[src/rtl/lcv_mul_acc_sched.sv]
// Round-robin scheduler sharing one pipelined signed MAC (a*b+c+d+e) among NUM_REQ requesters,
// with one outstanding operation and one backpressured response slot per requester.
module lcv_mul_acc_sched #(
  parameter int unsigned NUM_REQ     = 4,
  parameter int unsigned MAC_LATENCY = 1
) (
  input  logic                   clk,
  input  logic                   rst,
  input  logic [NUM_REQ-1:0]     req_valid,
  output logic [NUM_REQ-1:0]     req_ready,
  input  logic [NUM_REQ*16-1:0]  req_a,
  input  logic [NUM_REQ*16-1:0]  req_b,
  input  logic [NUM_REQ*33-1:0]  req_c,
  input  logic [NUM_REQ-1:0]     req_acc,
  output logic [NUM_REQ-1:0]     rsp_valid,
  input  logic [NUM_REQ-1:0]     rsp_ready,
  output logic [NUM_REQ*33-1:0]  rsp_data,
  output logic [15:0]            mac_a,
  output logic [15:0]            mac_b,
  output logic [32:0]            mac_c,
  output logic [32:0]            mac_d,
  output logic [32:0]            mac_e,
  input  logic [32:0]            mac_outp
);

  localparam int unsigned IW = (NUM_REQ > 1) ? $clog2(NUM_REQ) : 1;

  logic [NUM_REQ-1:0]                busy_q;
  logic [NUM_REQ-1:0]                rsp_valid_q;
  logic [32:0]                       rsp_data_q [NUM_REQ];
  logic [IW-1:0]                     rr_ptr_q;
  logic [MAC_LATENCY-1:0]            tag_vld_q;
  logic [MAC_LATENCY-1:0][IW-1:0]    tag_idx_q;

  logic [15:0] a_arr [NUM_REQ];
  logic [15:0] b_arr [NUM_REQ];
  logic [32:0] c_arr [NUM_REQ];

  logic [NUM_REQ-1:0] elig;
  logic               grant_vld;
  logic [IW-1:0]      grant_idx;
  logic [IW-1:0]      scan;

  for (genvar g = 0; g < NUM_REQ; g++) begin : g_slice
    assign a_arr[g]              = req_a[16*g +: 16];
    assign b_arr[g]              = req_b[16*g +: 16];
    assign c_arr[g]              = req_c[33*g +: 33];
    assign rsp_data[33*g +: 33]  = rsp_data_q[g];
  end

  assign rsp_valid = rsp_valid_q;
  assign mac_d     = '0;
  assign mac_e     = '0;

  // Nothing is granted while reset is held, so no tag can enter during reset.
  assign elig = req_valid & ~busy_q & {NUM_REQ{~rst}};

  always_comb begin
    grant_vld = 1'b0;
    grant_idx = '0;
    scan      = rr_ptr_q;
    for (int unsigned k = 0; k < NUM_REQ; k++) begin
      if (!grant_vld && elig[scan]) begin
        grant_vld = 1'b1;
        grant_idx = scan;
      end
      scan = (scan == IW'(NUM_REQ - 1)) ? '0 : scan + 1'b1;
    end
  end

  always_comb begin
    req_ready = '0;
    mac_a     = '0;
    mac_b     = '0;
    mac_c     = '0;
    if (grant_vld) begin
      req_ready[grant_idx] = 1'b1;
      mac_a                = a_arr[grant_idx];
      mac_b                = b_arr[grant_idx];
      mac_c                = req_acc[grant_idx] ? rsp_data_q[grant_idx] : c_arr[grant_idx];
    end
  end

  always_ff @(posedge clk) begin
    if (rst) begin
      busy_q      <= '0;
      rsp_valid_q <= '0;
      rr_ptr_q    <= '0;
      tag_vld_q   <= '0;
      tag_idx_q   <= '0;
      for (int unsigned i = 0; i < NUM_REQ; i++) begin
        rsp_data_q[i] <= '0;
      end
    end else begin
      tag_vld_q[0] <= grant_vld;
      tag_idx_q[0] <= grant_idx;
      for (int unsigned i = 1; i < MAC_LATENCY; i++) begin
        tag_vld_q[i] <= tag_vld_q[i-1];
        tag_idx_q[i] <= tag_idx_q[i-1];
      end

      if (grant_vld) begin
        busy_q[grant_idx] <= 1'b1;
        rr_ptr_q          <= (grant_idx == IW'(NUM_REQ - 1)) ? '0 : grant_idx + 1'b1;
      end

      for (int unsigned i = 0; i < NUM_REQ; i++) begin
        if (rsp_valid_q[i] && rsp_ready[i]) begin
          rsp_valid_q[i] <= 1'b0;
          busy_q[i]      <= 1'b0;
        end
      end

      // A requester is busy until its response is taken, so exit and handshake never collide.
      if (tag_vld_q[MAC_LATENCY-1]) begin
        rsp_valid_q[tag_idx_q[MAC_LATENCY-1]] <= 1'b1;
        rsp_data_q[tag_idx_q[MAC_LATENCY-1]]  <= mac_outp;
      end
    end
  end

endmodule

[config.mk]
export PLATFORM = sky130hd
export DESIGN_NAME = lcv_mul_acc_sched
export DESIGN_NICKNAME = d
export VERILOG_FILES = /design/src/rtl/lcv_mul_acc_sched.sv
export SDC_FILE = /design/constraint.sdc
export NUM_CORES = 1
export LEC_CHECK = 0
export CAP_MARGIN = 20
export CORE_AREA = 2 2 223 225
export CTS_BUF_LIST = sky130_fd_sc_hd__clkbuf_8
export CTS_CLUSTER_SIZE = 16
export DETAILED_ROUTE_END_ITERATION = 6
export DIE_AREA = 0 0 225 227
export GPL_TIMING_DRIVEN = 0
export HOLD_SLACK_MARGIN = 0.02
export PLACE_DENSITY = 0.54
export SYNTH_ARGS = -nofsm -noshare
export SYNTH_HDL_FRONTEND = slang
export SYNTH_SLANG_ARGS = --single-unit
[constraint.sdc]
create_clock -name clk -period 6.5 [get_ports clk]
set_clock_uncertainty 0.1 [all_clocks]
set_input_delay 1.95 -clock clk [delete_from_list [all_inputs] [get_ports clk]]
set_output_delay 1.95 -clock clk [all_outputs]
set_load 0.05 [all_outputs]
==> impl_metrics.yaml, run 1 <==
synthesis:
  synth_top_flop_cell: "edfxtp_1"
  synth-compound-area-share: 0.07750
  synthXorXnorAreaFrac: 0
  syn_area_sq_um: 9638
  synthAdderAreaFrac: 0.006491
  synth-edff-count: 132
  synth-simple-area-share: 0.3049
  synth.distinct_cells: 44
  seq_area_frac_synth: 0.4383
  synth_top_family_by_area: "simple AND/OR/NAND/NOR gates"
  avgSynthCellArea_sq_um: 9.276
  synthCells: 1039
  synthMuxAreaShare: 0.08010
  ys_async_sr_fraction: 0
  ys_ff_latch: 145
  yosysWarnings: 0
global_route:
  grt_max_degree: 34
  grt_pass1_vias: 10185
  grt_first_pass_wirelength_um: 74380
  grtUsageTotal: 0.2082
  grt_use_met2: 0.3812
  grt-ovfl-total: 0
  use_met1: 0.2311
  grt.busiest_layer: "met2"
  grtUsageMet3: 0.04969
  antenna_found_initial: 9
detailed_routing:
  vias_per_cell: 4.482
  post-route-drc-count: 0
  routed_wl_um: 55670
  vias: 10291
  wl_per_cell_um: 24.24
  drt_pass1_iterations: 5
  drt.antenna.violating_nets: 0
  drtIter0Drc: 730
setup_path:
  crit_chain: "buf_8 -> or3b_4 -> o21bai_1 -> a31oi_1 -> a21o_1 -> buf_6 -> clkinv_8 -> mux2i_4 -> mux2i_4 -> buf_8 -> buf_12 -> a311o_1 -> a21oi_2 -> buf_6"
  end_kind: "output port"
  start_kind: "input pin"
  critPathMaxFanout: 8
  cp.arrival_ns: 4.65
  critPathKind: "input pin to output port"
  slowest_delay_ns: 0.40
  cp_slowest_cell: "or3b_4"
  cp.required_ns: 4.45
clocking:
  clk_latency_ns: 0.48
  cts.clk_slew.worst_paths_ns: 0.08
  cts.path.max_buffers: 2
  cts-root-buf: "clkbuf_8"
  cts_tree: "yes"
  cts_num_sinks: 145
  cts_made_buffers: 17
  htreeDepth: 4
timing:
  hold_violations: 0
  finalCritPeriodShare: 1.030
  relSlewSlack: 0.2881
  layout_setup_ws_ns: -0.1971
  worst_pin_slew_ns: 1.068
  min_period_ns: 6.697
  rsz0062_at_grt: "true"
  setup_violations: 60
  timing.fmax_mhz: 149.3
  finalSetupTns_ns: -4.957
  drv_slew: 0
placement:
  place_area_sq_um: 15930
  portBuffers: 511
  hpwl_um: 44190
  gp_congestion: 0.8793
power_and_ir_drop:
  p_leak_nw: 6.869
  cellPowerDensity_nw_per_um2: 557.1
  peakVddDrop_v: 0.0001745
floorplan:
  start_util: 0.1985
  die_x_um: 225
  core_sq_um: 48550
  chipHeight_um: 227
  num_rows: 81
  ios: 578
  dieArea_sq_um: 51080
run_status:
  violations: "setup timing"
  status: "finished, violations left"
finish:
  final_area_sq_um: 17240
  final_util: 0.3552
  drive_gt1_frac: 0.2304
  mostFrequentLayoutCells: "437 x clkdlybuf4s50_1, 267 x nand2_1, 168 x and2_1"
  final_common_cell: "clkdlybuf4s50_1"
  nets: 1966
  area_growth_pct: 78.92
worst_hold_path:
  hp-class: "flop to flop"
job:
  drv_cap: 0
logic make-up after synthesis:
logic type / after synthesis
AND/OR/NAND/NOR: 599
buffers and inverters: 155
flip-flops: 145
AO/OA/AOI/OAI: 97
multiplexers: 37
adder cells (fa/ha/maj): 5
other: 1
area by class of cell:
cell class	instances	area, sq um
clock buffers	17	234.0
inverters	9	56.30
well taps	622	778.2
multi-input cells	804	5406
diodes	7	17.52
flip-flops and latches	145	4224
plain buffers	144	1114
fillers	4965	31300
clock inverters	15	145.1
repair buffers	533	5269
what timing repair did:
item	in CTS	in global routing
pin swaps	63	27
setup buffers	9	8
setup endpoints to repair	69	65
hold buffers	0	0
gates cloned	3	1
gates resized for setup	627	31
power breakdown:
part           total, W  switching (W)  internal [W]  leakage, nW
combinational   0.00758        0.00490       0.00267         5.20
clock          0.000702       0.000365      0.000337        0.187
sequential      0.00133       0.000108       0.00122         1.48
registers in the layout, indices dropped and copies added, names as in the netlist:
name / flops
busy_q: 4
rr_ptr_q: 2
rsp_data_q: 132
rsp_valid: 4
tag_idx_q: 2
tag_vld_q: 1
path summary, 6_finish.rpt:
kind	from	endpoint	slack [ns]	cells past startpoint
min reg2reg	rsp_valid[3]	rsp_valid[3]	0.39	2
min	rsp_valid[3]	rsp_valid[3]	0.39	2
max	req_valid[2]	mac_c[18]	-0.20	14
max reg2reg	rr_ptr_q[1]	busy_q[2]	3.20	13
per-layer routing:
layer	up-vias	wire length, um
met5	-	0
li1	4737	-
met1	4953	20240
met3	81	4615
met2	520	28940
met4	0	1865
Yosys cell counts (2+ instances only):
master    instances  area share
nor2_1            8      0.0031
dfxtp_1          13       0.027
a221oi_1          2      0.0018
and3_1           33       0.021
nand3_1         100       0.052
edfxtp_1        132        0.41
a21oi_1          41       0.021
mux2i_1           4      0.0042
a311o_1          33       0.034
buf_1             2     0.00078
and2_1          169        0.11
nor2b_1           5      0.0032
o211a_1           2      0.0021
nor3b_1           3      0.0023
o21bai_1          2      0.0016
ha_1              5      0.0065
or2_2             4      0.0026
o21a_1            4      0.0031
a31o_2            3      0.0027
buf_4            75       0.058
inv_1             6      0.0023
nand2_1         268        0.10
inv_2             3      0.0012
clkbuf_1         53       0.021
o32a_1            2      0.0021
nand2b_1          2      0.0013
mux4_2           32       0.075
nor3_1            3      0.0016
buf_2            15      0.0078
worst max-delay path: cells and delay by family:
kind | cells | cell delay [ns]
and+or+nand+nor | 1 | 0.40
buffers and inverters | 6 | 0.81
muxes | 2 | 0.32
AOI/OAI and AO/OA | 5 | 1.14
per-stage QoR:
step	power (W)	cells	setup slack, ns	hold WS (ns)
2_1_floorplan	0.005469	1104	0.06172	0.3413
3_3_place_gp	0.008067	2237	-2.262	0.3721
3_5_place_dp	0.008085	2239	-2.222	0.3760
4_1_cts	0.009559	2283	-0.2116	0.3936
5_1_grt	0.01006	2293	-0.2800	0.4050
6_report	0.009606	2296	-0.1971	0.3949
Power figures use the tool's default switching activity.
==> inputs of run 2 (changes only) <==
--- a/config.mk
+++ b/config.mk
@@ -14,6 +14,7 @@
 export GPL_TIMING_DRIVEN = 0
 export HOLD_SLACK_MARGIN = 0.02
 export PLACE_DENSITY = 0.54
+export SKIP_CTS_REPAIR_TIMING = 1
 export SYNTH_ARGS = -nofsm -noshare
 export SYNTH_HDL_FRONTEND = slang
 export SYNTH_SLANG_ARGS = --single-unit
==> impl_metrics.yaml, run 2 (synthesis gave the netlist of run 1 again) <==
run_status:
  status: "finished, violations left"
  violations: "setup timing"
detailed_routing:
  vias_per_cell: 4.490
  drtIter0Drc: 717
  wl_per_cell_um: 24.37
  vias: 10268
  drt_pass1_iterations: 6
  routed_wl_um: 55730
  post-route-drc-count: 0
  drt.antenna.violating_nets: 0
setup_path:
  critPathBufInv: 6
  critPathMaxFanout: 6
  critPathKind: "input pin to output port"
  cp.required_ns: 4.45
  crit_chain: "buf_6 -> or3b_4 -> a21oi_4 -> a2111oi_4 -> buf_4 -> o32a_1 -> buf_6 -> mux2i_4 -> buf_8 -> buf_12 -> a311o_1 -> a21oi_4 -> buf_8"
  cp_slowest_cell: "or3b_4"
  start_kind: "input pin"
  end_kind: "output port"
  slowest_delay_ns: 0.40
  cp_top_family: "compound AO/OA/AOI/OAI gates"
  cp.arrival_ns: 4.66
timing:
  drv_slew: 0
  timing.fmax_mhz: 149.1
  hold_violations: 0
  layout_setup_ws_ns: -0.2070
  rsz0062_at_grt: "true"
  whs_ns: 0.3926
  worst_pin_slew_ns: 1.094
  setup_violations: 64
  finalCritPeriodShare: 1.032
  finalSetupTns_ns: -5.806
  min_period_ns: 6.707
  relSlewSlack: 0.2705
power_and_ir_drop:
  p_leak_nw: 6.832
  peakVddDrop_v: 0.0001744
  cellPowerDensity_nw_per_um2: 555.0
finish:
  regMostFlops: "rsp_data_q"
  nets: 1960
  mostFrequentLayoutCells: "437 x clkdlybuf4s50_1, 267 x nand2_1, 168 x and2_1"
  drive_gt1_frac: 0.2234
  final_common_cell: "clkdlybuf4s50_1"
  final_util: 0.3526
  area_growth_pct: 77.59
  largest_reg_flops: 132
worst_hold_path:
  hp-class: "flop to flop"
floorplan:
  chipHeight_um: 227
  start_util: 0.1985
  core_sq_um: 48550
  die_x_um: 225
  ios: 578
  dieArea_sq_um: 51080
  num_rows: 81
clocking:
  htreeDepth: 4
  cts_num_sinks: 145
  cts.clk_slew.worst_paths_ns: 0.08
  clk_latency_ns: 0.48
  cts-root-buf: "clkbuf_8"
  cts_tree: "yes"
  cts_made_buffers: 17
  cts.path.max_buffers: 2
global_route:
  grtUsageTotal: 0.2053
  grt_pass1_vias: 9978
  antenna_found_initial: 9
  grt-ovfl-total: 0
  grt_first_pass_wirelength_um: 73310
  grt_max_degree: 34
placement:
  place_ws_ns: -2.222
  gp_congestion: 0.8793
  portBuffers: 511
  hpwl_um: 44190
job:
  drv_cap: 0
run 2: final timing paths:
kind	from	end	slack (ns)	depth (start not counted)
worst min register to register	rsp_valid[3]	rsp_valid[3]	0.39	2
worst max-delay path	req_valid[2]	mac_c[28]	-0.21	13
worst max register to register	rr_ptr_q[1]	busy_q[1]	3.18	12
worst min-delay path	rsp_valid[3]	rsp_valid[3]	0.39	2
run 2: where the power goes:
part           internal [W]  total [W]  leakage, nW  switching [W]
sequential          0.00122    0.00133         1.48       0.000108
combinational       0.00260    0.00747         5.17        0.00487
clock              0.000337   0.000704        0.187       0.000367
run 2: layer usage:
metal,GRT usage,share of wire,vias up
met5,0,0,-
met1,0.2313,0.38,4974
met2,0.3704,0.52,491
met3,0.04982,0.072,73
li1,-,-,4730
met4,0.08545,0.030,0
run 2: layout make-up:
class	count	area (sq um)
inverters	9	48.80
clock buffers	17	234.0
multi-input cells	804	5356
fillers	4990	31430
plain buffers	145	1115
flip-flops and latches	145	4224
well taps	622	778.2
repair buffers	526	5205
diodes	4	10.01
clock inverters	15	145.1
run 2: worst register-to-register path: cells and delay by family, from the launching register on:
kind / cells / cell delay [ns]
DFF: 1 / 0.35
and+or+nand+nor: 2 / 0.60
buffers and inverters: 4 / 0.86
adders and majority gates: 2 / 0.60
AOI/OAI and AO/OA: 4 / 0.71
run 2: per-stage QoR:
stage / total power (W) / cell area [sq um] / std cells
after floorplan: 0.005469 / 10010 / 1104
after global placement: 0.008067 / 15900 / 2237
final: 0.009500 / 17120 / 2287
after global routing: 0.009948 / 17120 / 2287
after CTS: 0.008806 / 16310 / 2271
after detailed placement: 0.008085 / 15930 / 2239
==> inputs of run 3 (changes only) <==
--- a/config.mk
+++ b/config.mk
@@ -6,14 +6,14 @@
 export NUM_CORES = 1
 export LEC_CHECK = 0
 export CAP_MARGIN = 20
-export CORE_AREA = 2 2 223 225
+export CORE_AREA = 2 2 228 230
 export CTS_BUF_LIST = sky130_fd_sc_hd__clkbuf_8
 export CTS_CLUSTER_SIZE = 16
 export DETAILED_ROUTE_END_ITERATION = 6
-export DIE_AREA = 0 0 225 227
+export DIE_AREA = 0 0 230 232
 export GPL_TIMING_DRIVEN = 0
 export HOLD_SLACK_MARGIN = 0.02
-export PLACE_DENSITY = 0.54
+export PLACE_DENSITY = 0.52
 export SKIP_CTS_REPAIR_TIMING = 1
 export SYNTH_ARGS = -nofsm -noshare
 export SYNTH_HDL_FRONTEND = slang
==> impl_metrics.yaml, run 3 (synthesis gave the netlist of run 1 again) <==
setup_path:
  critPathMaxFanout: 10
  critPathKind: "input pin to output port"
  cp.arrival_ns: 4.70
  cp.required_ns: 4.45
  end_kind: "output port"
  start_kind: "input pin"
detailed_routing:
  drtIter0Drc: 623
  vias: 10382
  wl_per_cell_um: 24.31
  routed_wl_um: 57560
  vias_per_cell: 4.384
  drt_pass1_iterations: 5
  drt.antenna.violating_nets: 0
  post-route-drc-count: 0
floorplan:
  start_util: 0.1894
  die_x_um: 230
  core_sq_um: 50890
  chipHeight_um: 232
  num_rows: 83
  dieArea_sq_um: 53360
  ios: 578
job:
  drv_cap: 0
timing:
  timing.fmax_mhz: 148.2
  min_period_ns: 6.748
  relSlewSlack: 0.2752
  setup_violations: 37
  layout_setup_ws_ns: -0.2477
  hold_violations: 0
  finalCritPeriodShare: 1.038
  worst_pin_slew_ns: 1.087
  whs_ns: 0.4132
  rsz0062_at_grt: "true"
  drv_slew: 0
placement:
  place_ws_ns: -2.343
  gp_congestion: 0.9058
  portBuffers: 511
  dp_cells: 2296
  hpwl_um: 45470
clocking:
  cts_made_buffers: 17
  clk_latency_ns: 0.47
  cts_tree: "yes"
  cts.clk_slew.worst_paths_ns: 0.08
  htreeDepth: 4
  cts_num_sinks: 145
  cts-root-buf: "clkbuf_8"
  cts.path.max_buffers: 2
power_and_ir_drop:
  finalPower_w: 0.009914
  combPwrFrac: 0.787
  cellPowerDensity_nw_per_um2: 564.5
  sw_frac_of_total: 0.5453
  intPower_w: 0.004508
  p_leak_nw: 7.003
  power_frac_seq: 0.134
  power_switching_w: 0.005406
  peakVddDrop_v: 0.0001838
  clockPowerShare: 0.079
global_route:
  grt-ovfl-total: 0
  grt_first_pass_wirelength_um: 76220
  grtUsageMet3: 0.06299
  grt_pass1_vias: 10167
  antenna_found_initial: 13
  grt_use_met2: 0.3519
  grt.busiest_layer: "met2"
  grt_max_degree: 34
  use_met1: 0.2228
  grtUsageTotal: 0.2030
finish:
  final_util: 0.3451
  area_growth_pct: 82.20
  final_cells: 2368
  nets: 1976
  largest_reg_flops: 132
  mostFrequentLayoutCells: "437 x clkdlybuf4s50_1, 267 x nand2_1, 159 x and2_1"
  drive_gt1_frac: 0.2357
  final_common_cell: "clkdlybuf4s50_1"
  regMostFlops: "rsp_data_q"
run_status:
  status: "finished, violations left"
  violations: "setup timing"
worst_hold_path:
  hp-class: "flop to flop"
## run 3: final timing paths
kind | slack [ns] | startpoint | endpoint | cells after the start
max | -0.25 | req_valid[2] | mac_c[28] | 14
max reg2reg | 3.27 | rr_ptr_q[1] | busy_q[3] | 13
min reg2reg | 0.41 | rsp_valid[3] | rsp_valid[3] | 2
min | 0.41 | rsp_valid[3] | rsp_valid[3] | 2
## run 3: stage by stage
stage                     instance area (sq um)  TNS, ns
after floorplan                           10010        0
after global placement                    15970  -126.19
after detailed placement                  16000  -129.77
after CTS                                 16420  -130.60
after global routing                      17560   -8.140
final                                     17560   -5.166
## run 3: layout make-up
cell class,instances,area [sq um]
Fill cell,5248,33330
Timing Repair Buffer,541,5493
Multi-Input combinational cell,804,5303
Sequential cell,145,4224
Buffer,145,1160
Tap cell,680,850.8
Clock buffer,17,234.0
Clock inverter,14,191.4
Inverter,9,58.81
Antenna cell,12,30.03
Timing Repair inverter,1,16.27
## run 3: metal layers
layer | share of wire | wire, um
met5 | 0 | 0
met4 | 0.033 | 1885
met3 | 0.083 | 4764
met2 | 0.52 | 29820
met1 | 0.37 | 21090
## run 3: power by group through the flow
stage	registers, W	clock network (W)	logic [W]
2_1_floorplan	0.00178	0	0.00369
3_3_place_gp	0.00134	0	0.00677
3_5_place_dp	0.00134	0	0.00679
4_1_cts	0.00132	0.000810	0.00680
5_1_grt	0.00135	0.000842	0.00822
6_report	0.00133	0.000788	0.00780
## run 3: critical path, cell delays in order
cell	delay (ns)
buf_6	0.07
or3b_4	0.40
a21oi_4	0.18
a2111oi_4	0.08
buf_4	0.16
o32a_1	0.32
buf_12	0.17
mux2i_4	0.19
buf_12	0.16
buf_8	0.13
buf_12	0.14
a311o_1	0.35
a21oi_2	0.17
buf_6	0.21
